`src/rtl/input_ctrl_if.sv`:
```
// Handshake bundle between input_ctrl and its neighbours.
//   slave  : view taken by input_ctrl (UART byte in, buffer write/read, CPU read)
//   master : view taken by the UART receiver / buffer / CPU side
// Signals:
//   rx_valid, rx_data        received byte strobe and byte
//   buf_wd, buf_we           word and write strobe to the input buffer
//   buf_req                  buffer read request
//   buf_data, buf_ready      buffer read data and its valid pulse
//   cpu_rd                   CPU read request, held until cpu_valid
//   cpu_data, cpu_valid      word returned to the CPU and its valid pulse
//   cpu_stall                CPU read pending and not yet answered
//   words_avail              words written but not yet read
//   overflow                 sticky: a word was dropped on a full buffer
interface input_ctrl_if #(
  parameter int unsigned CW = 9
);
  logic          rx_valid;
  logic [7:0]    rx_data;
  logic [31:0]   buf_wd;
  logic          buf_we;
  logic          buf_req;
  logic [31:0]   buf_data;
  logic          buf_ready;
  logic          cpu_rd;
  logic [31:0]   cpu_data;
  logic          cpu_valid;
  logic          cpu_stall;
  logic [CW-1:0] words_avail;
  logic          overflow;

  modport slave (
    input  rx_valid, rx_data, buf_data, buf_ready, cpu_rd,
    output buf_wd, buf_we, buf_req, cpu_data, cpu_valid, cpu_stall,
           words_avail, overflow
  );

  modport master (
    output rx_valid, rx_data, buf_data, buf_ready, cpu_rd,
    input  buf_wd, buf_we, buf_req, cpu_data, cpu_valid, cpu_stall,
           words_avail, overflow
  );
endinterface

```
`src/rtl/input_ctrl.sv`:
```
// UART-side controller for the program input buffer.
// Packs received bytes little-endian into 32-bit words and writes them to the
// buffer, sequences CPU reads onto the buffer req/ready handshake, tracks
// occupancy so CPU reads stall while the buffer is empty, and flags overflow.
// Ports:
//   clk  system clock
//   rst  synchronous active-high reset
//   bus  input_ctrl_if.slave: byte input, buffer write/read, CPU read side
module input_ctrl #(
  parameter int unsigned DEPTH = 501,
  parameter int unsigned CW    = 9
) (
  input  logic         clk,
  input  logic         rst,
  input_ctrl_if.slave  bus
);

  typedef enum logic [1:0] {
    IDLE = 2'd0,
    WAIT = 2'd1,
    GAP  = 2'd2
  } state_t;

  state_t        state;
  logic [1:0]    phase;
  logic [23:0]   shreg;
  logic [CW-1:0] wr_count;
  logic [CW-1:0] avail;
  logic [31:0]   buf_wd;
  logic          buf_we;
  logic [31:0]   cpu_data;
  logic          cpu_valid;
  logic          overflow;

  logic          rd_done_c;
  logic          full_c;
  logic [31:0]   word_c;

  // A read completes only when ready is seen while waiting for it.
  assign rd_done_c = (state == WAIT) && bus.buf_ready;
  // Slots are never reused, so fullness is set by the lifetime write count.
  assign full_c    = (wr_count >= CW'(DEPTH));
  assign word_c    = {bus.rx_data, shreg};

  // Byte packing and word write.
  always_ff @(posedge clk) begin
    if (rst) begin
      phase    <= 2'd0;
      shreg    <= 24'd0;
      wr_count <= '0;
      buf_wd   <= 32'd0;
      buf_we   <= 1'b0;
      overflow <= 1'b0;
    end else begin
      buf_we <= 1'b0;
      if (bus.rx_valid) begin
        phase <= phase + 2'd1;
        case (phase)
          2'd0: shreg[7:0]   <= bus.rx_data;
          2'd1: shreg[15:8]  <= bus.rx_data;
          2'd2: shreg[23:16] <= bus.rx_data;
          default: begin
            if (!full_c) begin
              buf_wd   <= word_c;
              buf_we   <= 1'b1;
              wr_count <= wr_count + CW'(1);
            end else begin
              overflow <= 1'b1;
            end
          end
        endcase
      end
    end
  end

  // Occupancy: +1 on each buffer write, -1 on each completed read.
  always_ff @(posedge clk) begin
    if (rst) begin
      avail <= '0;
    end else begin
      case ({buf_we, rd_done_c})
        2'b10:   avail <= avail + CW'(1);
        2'b01:   avail <= avail - CW'(1);
        default: avail <= avail;
      endcase
    end
  end

  // Read sequencer; GAP gives the buffer a cycle to advance its read index.
  always_ff @(posedge clk) begin
    if (rst) begin
      state     <= IDLE;
      cpu_data  <= 32'd0;
      cpu_valid <= 1'b0;
    end else begin
      cpu_valid <= 1'b0;
      case (state)
        IDLE: begin
          if (bus.cpu_rd && (avail != '0)) begin
            state <= WAIT;
          end
        end
        WAIT: begin
          if (bus.buf_ready) begin
            cpu_data  <= bus.buf_data;
            cpu_valid <= 1'b1;
            state     <= GAP;
          end
        end
        GAP: begin
          state <= IDLE;
        end
        default: begin
          state <= IDLE;
        end
      endcase
    end
  end

  // Request drops as soon as ready is seen so the buffer delivers one word.
  assign bus.buf_req     = (state == WAIT) && !bus.buf_ready;
  assign bus.cpu_stall   = bus.cpu_rd && !cpu_valid;
  assign bus.buf_wd      = buf_wd;
  assign bus.buf_we      = buf_we;
  assign bus.cpu_data    = cpu_data;
  assign bus.cpu_valid   = cpu_valid;
  assign bus.words_avail = avail;
  assign bus.overflow    = overflow;

endmodule

```
`src/flat_wrapper.sv`:
```
// flat-port wrapper written by rule: the top's interface ports become plain ports
module input_ctrl_flat 
#(
  parameter int unsigned DEPTH = 501,
  parameter int unsigned CW    = 9
)
  (clk, rst, bus_rx_valid, bus_rx_data, bus_buf_data, bus_buf_ready, bus_cpu_rd, bus_buf_wd, bus_buf_we, bus_buf_req, bus_cpu_data, bus_cpu_valid, bus_cpu_stall, bus_words_avail, bus_overflow);
  input_ctrl_if #(.CW(CW)) bus_i ();
  input  logic clk;
  input  logic rst;
  input wire logic [$bits(bus_i.rx_valid)-1:0] bus_rx_valid;
  input wire logic [$bits(bus_i.rx_data)-1:0] bus_rx_data;
  input wire logic [$bits(bus_i.buf_data)-1:0] bus_buf_data;
  input wire logic [$bits(bus_i.buf_ready)-1:0] bus_buf_ready;
  input wire logic [$bits(bus_i.cpu_rd)-1:0] bus_cpu_rd;
  output wire logic [$bits(bus_i.buf_wd)-1:0] bus_buf_wd;
  output wire logic [$bits(bus_i.buf_we)-1:0] bus_buf_we;
  output wire logic [$bits(bus_i.buf_req)-1:0] bus_buf_req;
  output wire logic [$bits(bus_i.cpu_data)-1:0] bus_cpu_data;
  output wire logic [$bits(bus_i.cpu_valid)-1:0] bus_cpu_valid;
  output wire logic [$bits(bus_i.cpu_stall)-1:0] bus_cpu_stall;
  output wire logic [$bits(bus_i.words_avail)-1:0] bus_words_avail;
  output wire logic [$bits(bus_i.overflow)-1:0] bus_overflow;
  assign bus_i.rx_valid = bus_rx_valid;
  assign bus_i.rx_data = bus_rx_data;
  assign bus_i.buf_data = bus_buf_data;
  assign bus_i.buf_ready = bus_buf_ready;
  assign bus_i.cpu_rd = bus_cpu_rd;
  assign bus_buf_wd = bus_i.buf_wd;
  assign bus_buf_we = bus_i.buf_we;
  assign bus_buf_req = bus_i.buf_req;
  assign bus_cpu_data = bus_i.cpu_data;
  assign bus_cpu_valid = bus_i.cpu_valid;
  assign bus_cpu_stall = bus_i.cpu_stall;
  assign bus_words_avail = bus_i.words_avail;
  assign bus_overflow = bus_i.overflow;
  input_ctrl #(.DEPTH(DEPTH), .CW(CW)) u_core (.clk(clk), .rst(rst), .bus(bus_i));
endmodule
```
`config.mk`:
```
export PLATFORM = sky130hd
export DESIGN_NAME = input_ctrl_flat
export DESIGN_NICKNAME = d
export VERILOG_FILES = /design/src/rtl/input_ctrl_if.sv /design/src/rtl/input_ctrl.sv /design/src/flat_wrapper.sv
export SDC_FILE = /design/constraint.sdc
export NUM_CORES = 1
export LEC_CHECK = 0
export ABC_AREA = 1
export BUFFER_PORTS_ARGS = -buffer_cell sky130_fd_sc_hd__buf_2
export CORE_MARGIN = 5
export CORE_UTILIZATION = 53
export CTS_CLUSTER_DIAMETER = 150
export CTS_CLUSTER_SIZE = 14
export DETAILED_ROUTE_END_ITERATION = 8
export PLACE_DENSITY = 0.8
export RECOVER_POWER = 50
export SETUP_SLACK_MARGIN = 0.1
export SYNTH_ARGS = -nofsm -noshare
export SYNTH_HDL_FRONTEND = slang
export SYNTH_SLANG_ARGS = --single-unit
```
`constraint.sdc`:
```
create_clock -name clk -period 2.7 [get_ports clk]
set_input_delay 0.27 -clock clk [delete_from_list [all_inputs] [get_ports clk]]
set_output_delay 0.27 -clock clk [all_outputs]
set_load 0.02 [all_outputs]
```
==> impl_metrics.json, run 1 <==
{
  "yosysUniqueCellTypes": 28,
  "netSwitchingPower_mw": 1.288,
  "first_iter_violations": 292,
  "clkPwrFrac": 0.463,
  "timing.final.crit_share": 0.8365,
  "grt_usage": 0.2450,
  "ant_nets": 0,
  "critPathSlowestCell": "ha_1",
  "die_y_um": 104.6,
  "grt_max_degree": 42,
  "coreArea_sq_um": 8721,
  "hold_buffers": 26,
  "ys_warn_count": 0,
  "max_clock_freq_mhz": 442.8,
  "fin_skew_ns": 0.01293,
  "final_cell_mix": "159 x nand2_1, 113 x dfxtp_1, 88 x a21oi_1",
  "io_buffers": 122,
  "crit_chain": "inv_1, nand3_1, inv_1, ha_1, inv_1, nand2_1, nand2_1, inv_1, ha_1, inv_1, nand2_1, nand3_1, nand2_1, nand2_1, nand3_1, nand2_1, nor2_1, nor2_1",
  "cpPeakStageDelay_ns": 0.34,
  "synth_seq_area_share": 0.4770,
  "syn_to_final_growth_pct": 28.58,
  "cts_root_buffer": "clkbuf_8",
  "p_int_mw": 3.310,
  "critPathBufInv": 5,
  "clk_pin_slew_ns": 0.06,
  "outcome": "finished, final reports clean",
  "cp.required_ns": 3.10,
  "syn_nets": 699,
  "relSlewSlack": 0.07591,
  "final_layout_size_suffix_gt1_frac": 0.1330,
  "fin_area_sq_um": 6097,
  "nets": 839,
  "clk_path_buf_depth": 2,
  "routed_wl_mm": 13.53,
  "gp_congestion": 0.9721,
  "pwr-share-comb": 0.139,
  "leakagePower_nw": 2.502,
  "syn_area_sq_um": 4742,
  "tightest_slew_ns": 1.386,
  "h-tree-depth": 4,
  "critPathArrivalTime_ns": 2.66,
  "drc": 0,
  "synthXorXnorAreaFrac": 0.01847,
  "hold_class": "in2reg",
  "numCtsBuffers": 17,
  "synth-seq-cells": 113,
  "critical-path-top-delay-family": "simple AND/OR/NAND/NOR gates",
  "drv_cap": 0,
  "synth-simple-area-share": 0.2670,
  "cts_post_setup_buffers_inserted": 0,
  "cts-resized-gates": 0,
  "ios": 123,
  "n_antenna_cell": 0,
  "timing.final.ws_setup_ns": 0.4414,
  "num_vias": 4770,
  "switching_share": 0.2801,
  "grt_first_pass_wirelength_mm": 22.21,
  "dp_hpwl_mm": 8.578,
  "final_common_cell": "nand2_1",
  "place_ws_ns": 0.5961,
  "grt_overflow": 0,
  "synth_edf_count": 0,
  "synth_mux_area_frac": 0,
  "placed_area_sq_um": 5354,
  "synthAdderAreaFrac": 0.02639,
  "synth_cells": 644,
  "drv_slew": 0,
  "setup_violations": 0,
  "critPathMostFrequentCell": "nand2_1",
  "async_reset_ff_frac": 0,
  "std_cell_rows": 34,
  "rsz0062_at_grt": "no",
  "timing.setup.tns_ns": 0,
  "cts_sinks": 113,
  "cp_max_fo": 8,
  "cts_tree": "done",
  "dr.pass1.iters": 5,
  "ys.flop_type": "dfxtp_1",
  "startpoint_type": "flop",
  "die_width_um": 104.6,
  "ir_drop_v": 0.0005321,
  "critPathCaptureType": "flop",
  "viasPerCell": 5.271,
  "p_seq_frac": 0.399,
  "initial_core_util": 0.5438,
  "synth_compound_area_frac": 0.1330,
  "syn_area_per_cell_sq_um": 7.363,
  "first_global_vias": 4579,
  "hold_viol": 0,
  "dieArea_sq_um": 10940,
  "path_class": "reg2reg",
  "fin_crit_ns": 2.259,
  "antenna_found_initial": 0,
  "wl_per_cell_um": 14.95,
  "synth_top_family_by_area": "simple AND/OR/NAND/NOR gates",
  "power.density_nw_per_um2": 754.1,
  "clk_latency_ns": 0.52
}
cells by family after synthesis:
| kind of cell | after synthesis |
|---|---|
| and+or+nand+nor | 303 |
| AOI/OAI and AO/OA | 125 |
| DFF | 113 |
| buffers and inverters | 83 |
| xor gates and xnor gates | 10 |
| adders and majority gates | 10 |
layer usage:
metal	routed length [um]	vias to the layer above	track usage
met5	0	-	0
met4	276	0	0.08767
met3	1380	25	0.08940
met2	6433	219	0.4014
met1	5437	2171	0.2971
li1	-	2355	-
synth_stat cells, types with 2 or more instances:
library cell	number	area (sq um)
a21oi_1	88	440.4
xor2_1	7	61.31
clkbuf_1	18	67.56
nand4_1	6	37.54
nor2_2	4	25.02
buf_6	5	56.30
dfxtp_1	113	2262
nor3_1	2	10.01
buf_4	4	30.03
buf_1	2	7.510
xnor2_1	3	26.28
ha_1	10	125.1
nand2_2	5	31.28
o21ai_0	33	165.2
o21ai_1	2	10.01
nand2_1	159	596.8
buf_2	5	25.02
nand3_1	55	275.3
nor2_1	68	255.2
inv_2	3	11.26
inv_1	45	168.9
tightest hold or removal path, delay by kind of cell:
family          cells  cell delay [ns]
buf+inv             1             0.10
simple gates        1             0.06
compound gates      1             0.06
through the flow:
| stage | power [mW] | instances | util | hold slack [ns] |
|---|---|---|---|---|
| detailed placement | 2.456 | 847 | 0.6139 | 0.4514 |
| global placement | 2.443 | 847 | 0.6139 | 0.4467 |
| finish | 4.598 | 905 | 0.6991 | 0.02300 |
| global route | 4.787 | 905 | 0.6991 | 0.01695 |
| CTS | 4.609 | 905 | 0.7092 | 0.001345 |
| floorplan | 2.266 | 644 | - | 0.4139 |
flip-flops by register name (all words and copies together), names as in the netlist:
signal and flops:
u_core.wr_count 9, u_core.bus.overflow 1, u_core.phase 2, u_core.bus.cpu_data 32, u_core.bus.buf_wd 32, u_core.bus.words_avail 9, u_core.bus.buf_we 1, u_core.shreg 24
u_core.state 2, u_core.bus.cpu_valid 1
final cells by class:
cell class	instances	area, sq um
inverters	49	183.9
multi-input cells	448	2110
well taps	108	135.1
fillers	703	2624
flip-flops and latches	113	2262
clock buffers	19	431.7
clock inverters	13	138.9
repair buffers	155	835.8
power by group through the flow:
| stage | sequential [mW] | combinational, mW | clock (mW) |
|---|---|---|---|
| 6_report | 1.83 | 0.638 | 2.13 |
| 5_1_grt | 1.84 | 0.706 | 2.24 |
| 4_1_cts | 1.83 | 0.637 | 2.14 |
| 3_5_place_dp | 1.86 | 0.596 | 0 |
| 3_3_place_gp | 1.86 | 0.585 | 0 |
| 2_1_floorplan | 1.92 | 0.344 | 0 |
final timing paths:
check                           slack [ns]                   endpoint  depth (start not counted)                 start
worst min-delay path                  0.02     u_core.bus.cpu_data[1]                          3       bus_buf_data[1]
worst max-delay path                  0.44  u_core.bus.words_avail[8]                         18       u_core.state[1]
worst min register to register        0.46       u_core.bus.buf_wd[9]                          2  u_core.bus.buf_wd[9]
worst max register to register        0.44  u_core.bus.words_avail[8]                         18       u_core.state[1]
(Power assumes the default switching activity.)
==> run 2, diff against run 1 <==
ABC_AREA = 0   (was 1)
CORE_UTILIZATION = 52   (was 53)
PLACE_DENSITY = 0.79   (was 0.8)
clock period = 2.1 ns   (was 2.7 ns; I/O delays follow)
==> impl_metrics.json, run 2 <==
{
  "nets": 804,
  "ios": 123,
  "die_y_um": 104.0,
  "hold_class": "in2reg",
  "cp.required_ns": 2.49,
  "clk_latency_ns": 0.51,
  "hold_viol": 0,
  "wl_per_cell_um": 15.61,
  "violations": "negative setup slack",
  "tightest_slew_ns": 0.6506,
  "std_cell_rows": 34,
  "num_vias": 4790,
  "rsz0062_at_grt": "yes",
  "io_buffers": 122,
  "first_iter_violations": 327,
  "synth_edf_count": 0,
  "power.density_nw_per_um2": 819.8,
  "synth_top_area_share": 0.4920,
  "n_antenna_cell": 0,
  "clk_path_buf_depth": 2,
  "cts_root_buffer": "clkbuf_8",
  "yosysUniqueCellTypes": 48,
  "hold_depth": 3,
  "reg_top3": "u_core.bus.buf_wd x32, u_core.bus.cpu_data x32, u_core.shreg x24",
  "final_layout_size_suffix_gt1_frac": 0.2664,
  "viasPerCell": 5.506,
  "synth_cells": 576,
  "dieArea_sq_um": 10820,
  "synth-seq-cells": 113,
  "fin_skew_ns": 0.01229,
  "grt_overflow": 0,
  "rr_worst_depth": 11,
  "finalPower_mw": 5.346,
  "syn_area_sq_um": 4598,
  "relSlewSlack": 0.5663,
  "syn_area_per_cell_sq_um": 7.983,
  "ys_warn_count": 0,
  "clk_pin_slew_ns": 0.06,
  "ant_nets": 0,
  "first_global_vias": 4718,
  "die_width_um": 104.0,
  "critPathArrivalTime_ns": 2.87,
  "grt_max_degree": 49,
  "critPathCaptureType": "flop",
  "ys.flop_type": "dfxtp_1",
  "synth_area_leader_cell": "dfxtp_1",
  "initial_core_util": 0.5298,
  "final_common_cell": "nand2_1",
  "async_reset_ff_frac": 0,
  "synth_most_common_cell": "nand2_1",
  "fin_crit_ns": 2.483,
  "numCtsBuffers": 17,
  "leakagePower_nw": 2.698,
  "cts_sinks": 113,
  "setup_violations": 4,
  "synth_seq_area_share": 0.4920,
  "timing.final.ws_setup_ns": -0.3827,
  "syn_nets": 631,
  "path_class": "reg2reg",
  "grt_first_pass_wirelength_mm": 22.21,
  "place_inst": 795,
  "ir_drop_v": 0.0006234,
  "timing.setup.tns_ns": -0.8050,
  "dr.pass1.iters": 8,
  "final_cell_mix": "168 x nand2_1, 113 x buf_2, 113 x dfxtp_1",
  "cts_tree": "done",
  "timing.final.crit_share": 1.182,
  "grt_usage": 0.2439,
  "gp_congestion": 0.8287,
  "startpoint_type": "flop",
  "antenna_found_initial": 0,
  "routed_wl_mm": 13.58,
  "post-route-util": 0.7514,
  "drv_cap": 0,
  "drc": 0,
  "coreArea_sq_um": 8678,
  "syn_to_final_growth_pct": 41.82,
  "layout.cells.non_filler": 870,
  "max_clock_freq_mhz": 402.8,
  "synthTopCellsByCount": "169 x nand2_1, 113 x dfxtp_1, 96 x a21oi_1, 31 x nand3_1, 28 x clkbuf_1",
  "cp_max_fo": 17,
  "outcome": "finished, violations left",
  "synthTopCellsByArea": "dfxtp_1 49%, nand2_1 14%, a21oi_1 10%",
  "dp_hpwl_mm": 8.103,
  "drv_slew": 0,
  "h-tree-depth": 4,
  "place_ws_ns": -0.2538
}
## run 2: cell count changes after synthesis, moves of 4 or more
cell	before	now
o21ai_0	33	7
nand3_1	55	31
nand2_1	159	169
and3_1	1	6
nor2_2	4	0
a21oi_1	88	96
nand2_2	5	0
nand4_1	6	2
nor2_1	68	26
clkbuf_1	18	28
inv_1	45	9
nor2b_1	0	4
a31oi_1	0	4
buf_6	5	0
## run 2: per-stage QoR
| stage | area [sq um] | hold WS (ns) |
|---|---|---|
| CTS | 6469 | 0.0006971 |
| detailed placement | 5446 | 0.4430 |
| global placement | 5446 | 0.4372 |
| global route | 6521 | 0.003742 |
| floorplan | 4637 | 0.3460 |
| finish | 6521 | 0.01748 |
## run 2: layout make-up
cell class / count / area (sq um)
flip-flops and latches: 113 / 2262
fillers: 585 / 2157
multi-input cells: 411 / 2212
repair buffers: 197 / 1313
inverters: 9 / 33.78
clock buffers: 19 / 441.7
well taps: 108 / 135.1
clock inverters: 13 / 123.9
## run 2: power breakdown
part / total, mW / switching, mW / internal (mW)
clock: 2.72 / 1.08 / 1.65
sequential: 2.22 / 0.0285 / 2.19
combinational: 0.404 / 0.231 / 0.173
total: 5.35 / 1.34 / 4.01
## run 2: worst max-delay path, stage by stage, from the launching register on
cell and delay (ns):
dfxtp_1 0.34, nand3b_1 0.15, inv_2 0.07, ha_4 0.16
buf_4 0.19, ha_4 0.18, nor2b_1 0.14, o21ai_0 0.29
and3_1 0.25, a21oi_1 0.08, a21oi_1 0.15, mux2_2 0.36
## run 2: metal layers
layer  GRT usage  wire length, um  up-vias
met1      0.2841             5428     2249
met4     0.09528              225        0
met2      0.4057             6615      233
met3     0.09063             1311       25
li1            -                -     2283
met5           0                0        -
## run 2: cells by family (layout without fill, tap and decap cells)
kind of cell             count (synthesis)  count (layout)  synth area share
AO/OA/AOI/OAI                          128             128            0.1573
flip-flops                             113             113            0.4920
adder cells (fa/ha/maj)                 10              10           0.02721
AND/OR/NAND/NOR                        255             255            0.2403
buffers and inverters                   52             238           0.04789
multiplexers                             3               3          0.006803
XOR/XNOR                                15              15           0.02857
## run 2: worst paths after layout
kind         slack, ns                   from                         to
min               0.02         bus_rx_data[3]      u_core.bus.buf_wd[27]
max reg2reg      -0.38        u_core.state[1]  u_core.bus.words_avail[8]
max              -0.38        u_core.state[1]  u_core.bus.words_avail[8]
min reg2reg       0.45  u_core.bus.buf_wd[21]      u_core.bus.buf_wd[21]
## run 2: repair_timing
action | CTS | global route
hold endpoints to repair | 44 | 0
hold buffers | 38 | 0
endpoints found under the setup margin | 5 | 44
setup buffers | 2 | 2
gates resized for setup | 11 | 6
pin swaps | 3 | 3
gates cloned | 0 | 1
==> run 3, diff against run 2 <==
SKIP_LAST_GASP = 1   (was unset)
==> impl_metrics.json, run 3 (same netlist as run 2, synthesis figures left out) <==
{
  "outcome": "finished, violations left",
  "violations": "negative setup slack",
  "ant_nets": 0,
  "place_ws_ns": -0.2538,
  "critPathArrivalTime_ns": 2.83,
  "die_width_um": 104.0,
  "timing.setup.tns_ns": -0.7537,
  "regArea_sq_um": 2262,
  "rsz0062_at_grt": "yes",
  "coreArea_sq_um": 8678,
  "ir_drop_v": 0.0006209,
  "hold_depth": 3,
  "power.density_nw_per_um2": 819.9,
  "grt_usage": 0.2439,
  "hold-path-endpoint": "u_core.bus.buf_wd[26]",
  "fin_skew_ns": 0.009404,
  "tightest_slew_ns": 0.6464,
  "multiInputGateArea_sq_um": 2212,
  "num_vias": 4754,
  "wl_per_cell_um": 15.61,
  "hold_viol": 0,
  "grt_max_degree": 49,
  "rr_worst_depth": 11,
  "rr_endpoint": "u_core.bus.words_avail[8]",
  "cp_max_fo": 17,
  "clk_pin_slew_ns": 0.06,
  "max_clock_freq_mhz": 408.5,
  "routed_wl_mm": 13.58,
  "std_cell_rows": 34,
  "finalPower_mw": 5.347,
  "dp_hpwl_mm": 8.103,
  "io_buffers": 122,
  "timing.final.ws_setup_ns": -0.3480,
  "initial_core_util": 0.5298,
  "fin_crit_ns": 2.448,
  "die_y_um": 104.0,
  "reg2reg_slack_ns": -0.35,
  "crit-reg2reg-launch": "u_core.state[1]",
  "nets": 804,
  "drv_cap": 0,
  "syn_to_final_growth_pct": 41.82,
  "holdWs_ns": 0.01846,
  "path_class": "reg2reg",
  "clk_latency_ns": 0.51,
  "viasPerCell": 5.464,
  "setup_violations": 4,
  "hold_class": "in2reg",
  "fillers": 585,
  "leakagePower_nw": 2.698,
  "cts_root_buffer": "clkbuf_8",
  "met3_usage": 0.09063,
  "antenna_found_initial": 0,
  "cts_sinks": 113,
  "ios": 123,
  "reg_top3": "u_core.bus.buf_wd x32, u_core.bus.cpu_data x32, u_core.shreg x24",
  "min_from": "bus_rx_data[2]",
  "n_antenna_cell": 0,
  "use_met1": 0.2841,
  "numCtsBuffers": 17,
  "first_iter_violations": 319,
  "grt_first_pass_wirelength_mm": 22.21,
  "drv_slew": 0,
  "gp_congestion": 0.8287,
  "clk_path_buf_depth": 2,
  "drc": 0,
  "timing.final.crit_share": 1.166,
  "critPathCaptureType": "flop",
  "cts_tree": "done",
  "grt_overflow": 0,
  "final_common_cell": "nand2_1",
  "grt_use_met2": 0.4057,
  "first_global_vias": 4718,
  "dr.pass1.iters": 5,
  "top_usage_layer": "met2",
  "startpoint_type": "flop",
  "h-tree-depth": 4,
  "cp.required_ns": 2.49,
  "relSlewSlack": 0.5690,
  "dieArea_sq_um": 10820,
  "final_layout_size_suffix_gt1_frac": 0.2664,
  "final_cell_mix": "168 x nand2_1, 113 x buf_2, 113 x dfxtp_1"
}
-- run 3: final cells by class --
cell class / count / share of cell area
Sequential cell: 113 / 0.3469
Multi-Input combinational cell: 411 / 0.3392
Timing Repair Buffer: 197 / 0.2013
Clock buffer: 19 / 0.06773
Tap cell: 108 / 0.02072
Clock inverter: 13 / 0.01899
Inverter: 9 / 0.005180
-- run 3: timing repair --
action	in CTS	in global routing
gates resized for setup	11	6
cloned	0	1
hold endpoints to repair	44	0
setup buffers	2	2
endpoints found under the setup margin	5	44
hold buffers	38	0
pin swaps	2	5
-- run 3: power by group --
part	switching [mW]	internal (mW)	leakage [nW]
sequential	0.0286	2.19	0.913
clock	1.08	1.65	0.272
combinational	0.231	0.173	1.51
total	1.34	4.01	2.70
-- run 3: critical path, stage by stage (launching register included) --
cell      delay, ns
dfxtp_1        0.34
nand3b_1       0.15
inv_2          0.07
ha_4           0.16
buf_4          0.20
ha_4           0.18
nor2b_1        0.13
o21ai_0        0.26
and3_1         0.23
a21oi_1        0.07
a21oi_1        0.16
mux2_2         0.36
-- run 3: worst max-delay path by stage --
| stage | start | end | slack (ns) | cells after the start |
|---|---|---|---|---|
| final | u_core.state[1] | u_core.bus.words_avail[8] | -0.35 | 11 |
| after global routing | u_core.state[1] | u_core.bus.words_avail[8] | -0.41 | 12 |
| after CTS | u_core.state[1] | u_core.bus.words_avail[8] | -0.21 | 11 |
| after detailed placement | u_core.state[1] | u_core.bus.words_avail[6] | -0.25 | 12 |
| after global placement | u_core.state[1] | u_core.bus.words_avail[6] | -0.17 | 12 |
| after floorplan | u_core.state[1] | u_core.bus.words_avail[8] | -0.62 | 13 |
-- run 3: metrics by stage --
| step | instances | cell area, sq um | utilization |
|---|---|---|---|
| global placement | 795 | 5446 | 0.6276 |
| finish | 870 | 6521 | 0.7514 |
| CTS | 867 | 6469 | 0.7454 |
| floorplan | 576 | 4637 | - |
| global route | 870 | 6521 | 0.7514 |
| detailed placement | 795 | 5446 | 0.6276 |
-- run 3: routing by layer --
metal,routed length [um],vias up
met2,6475,232
li1,-,2283
met1,5590,2209
met3,1251,30
met5,0,-
met4,261,0
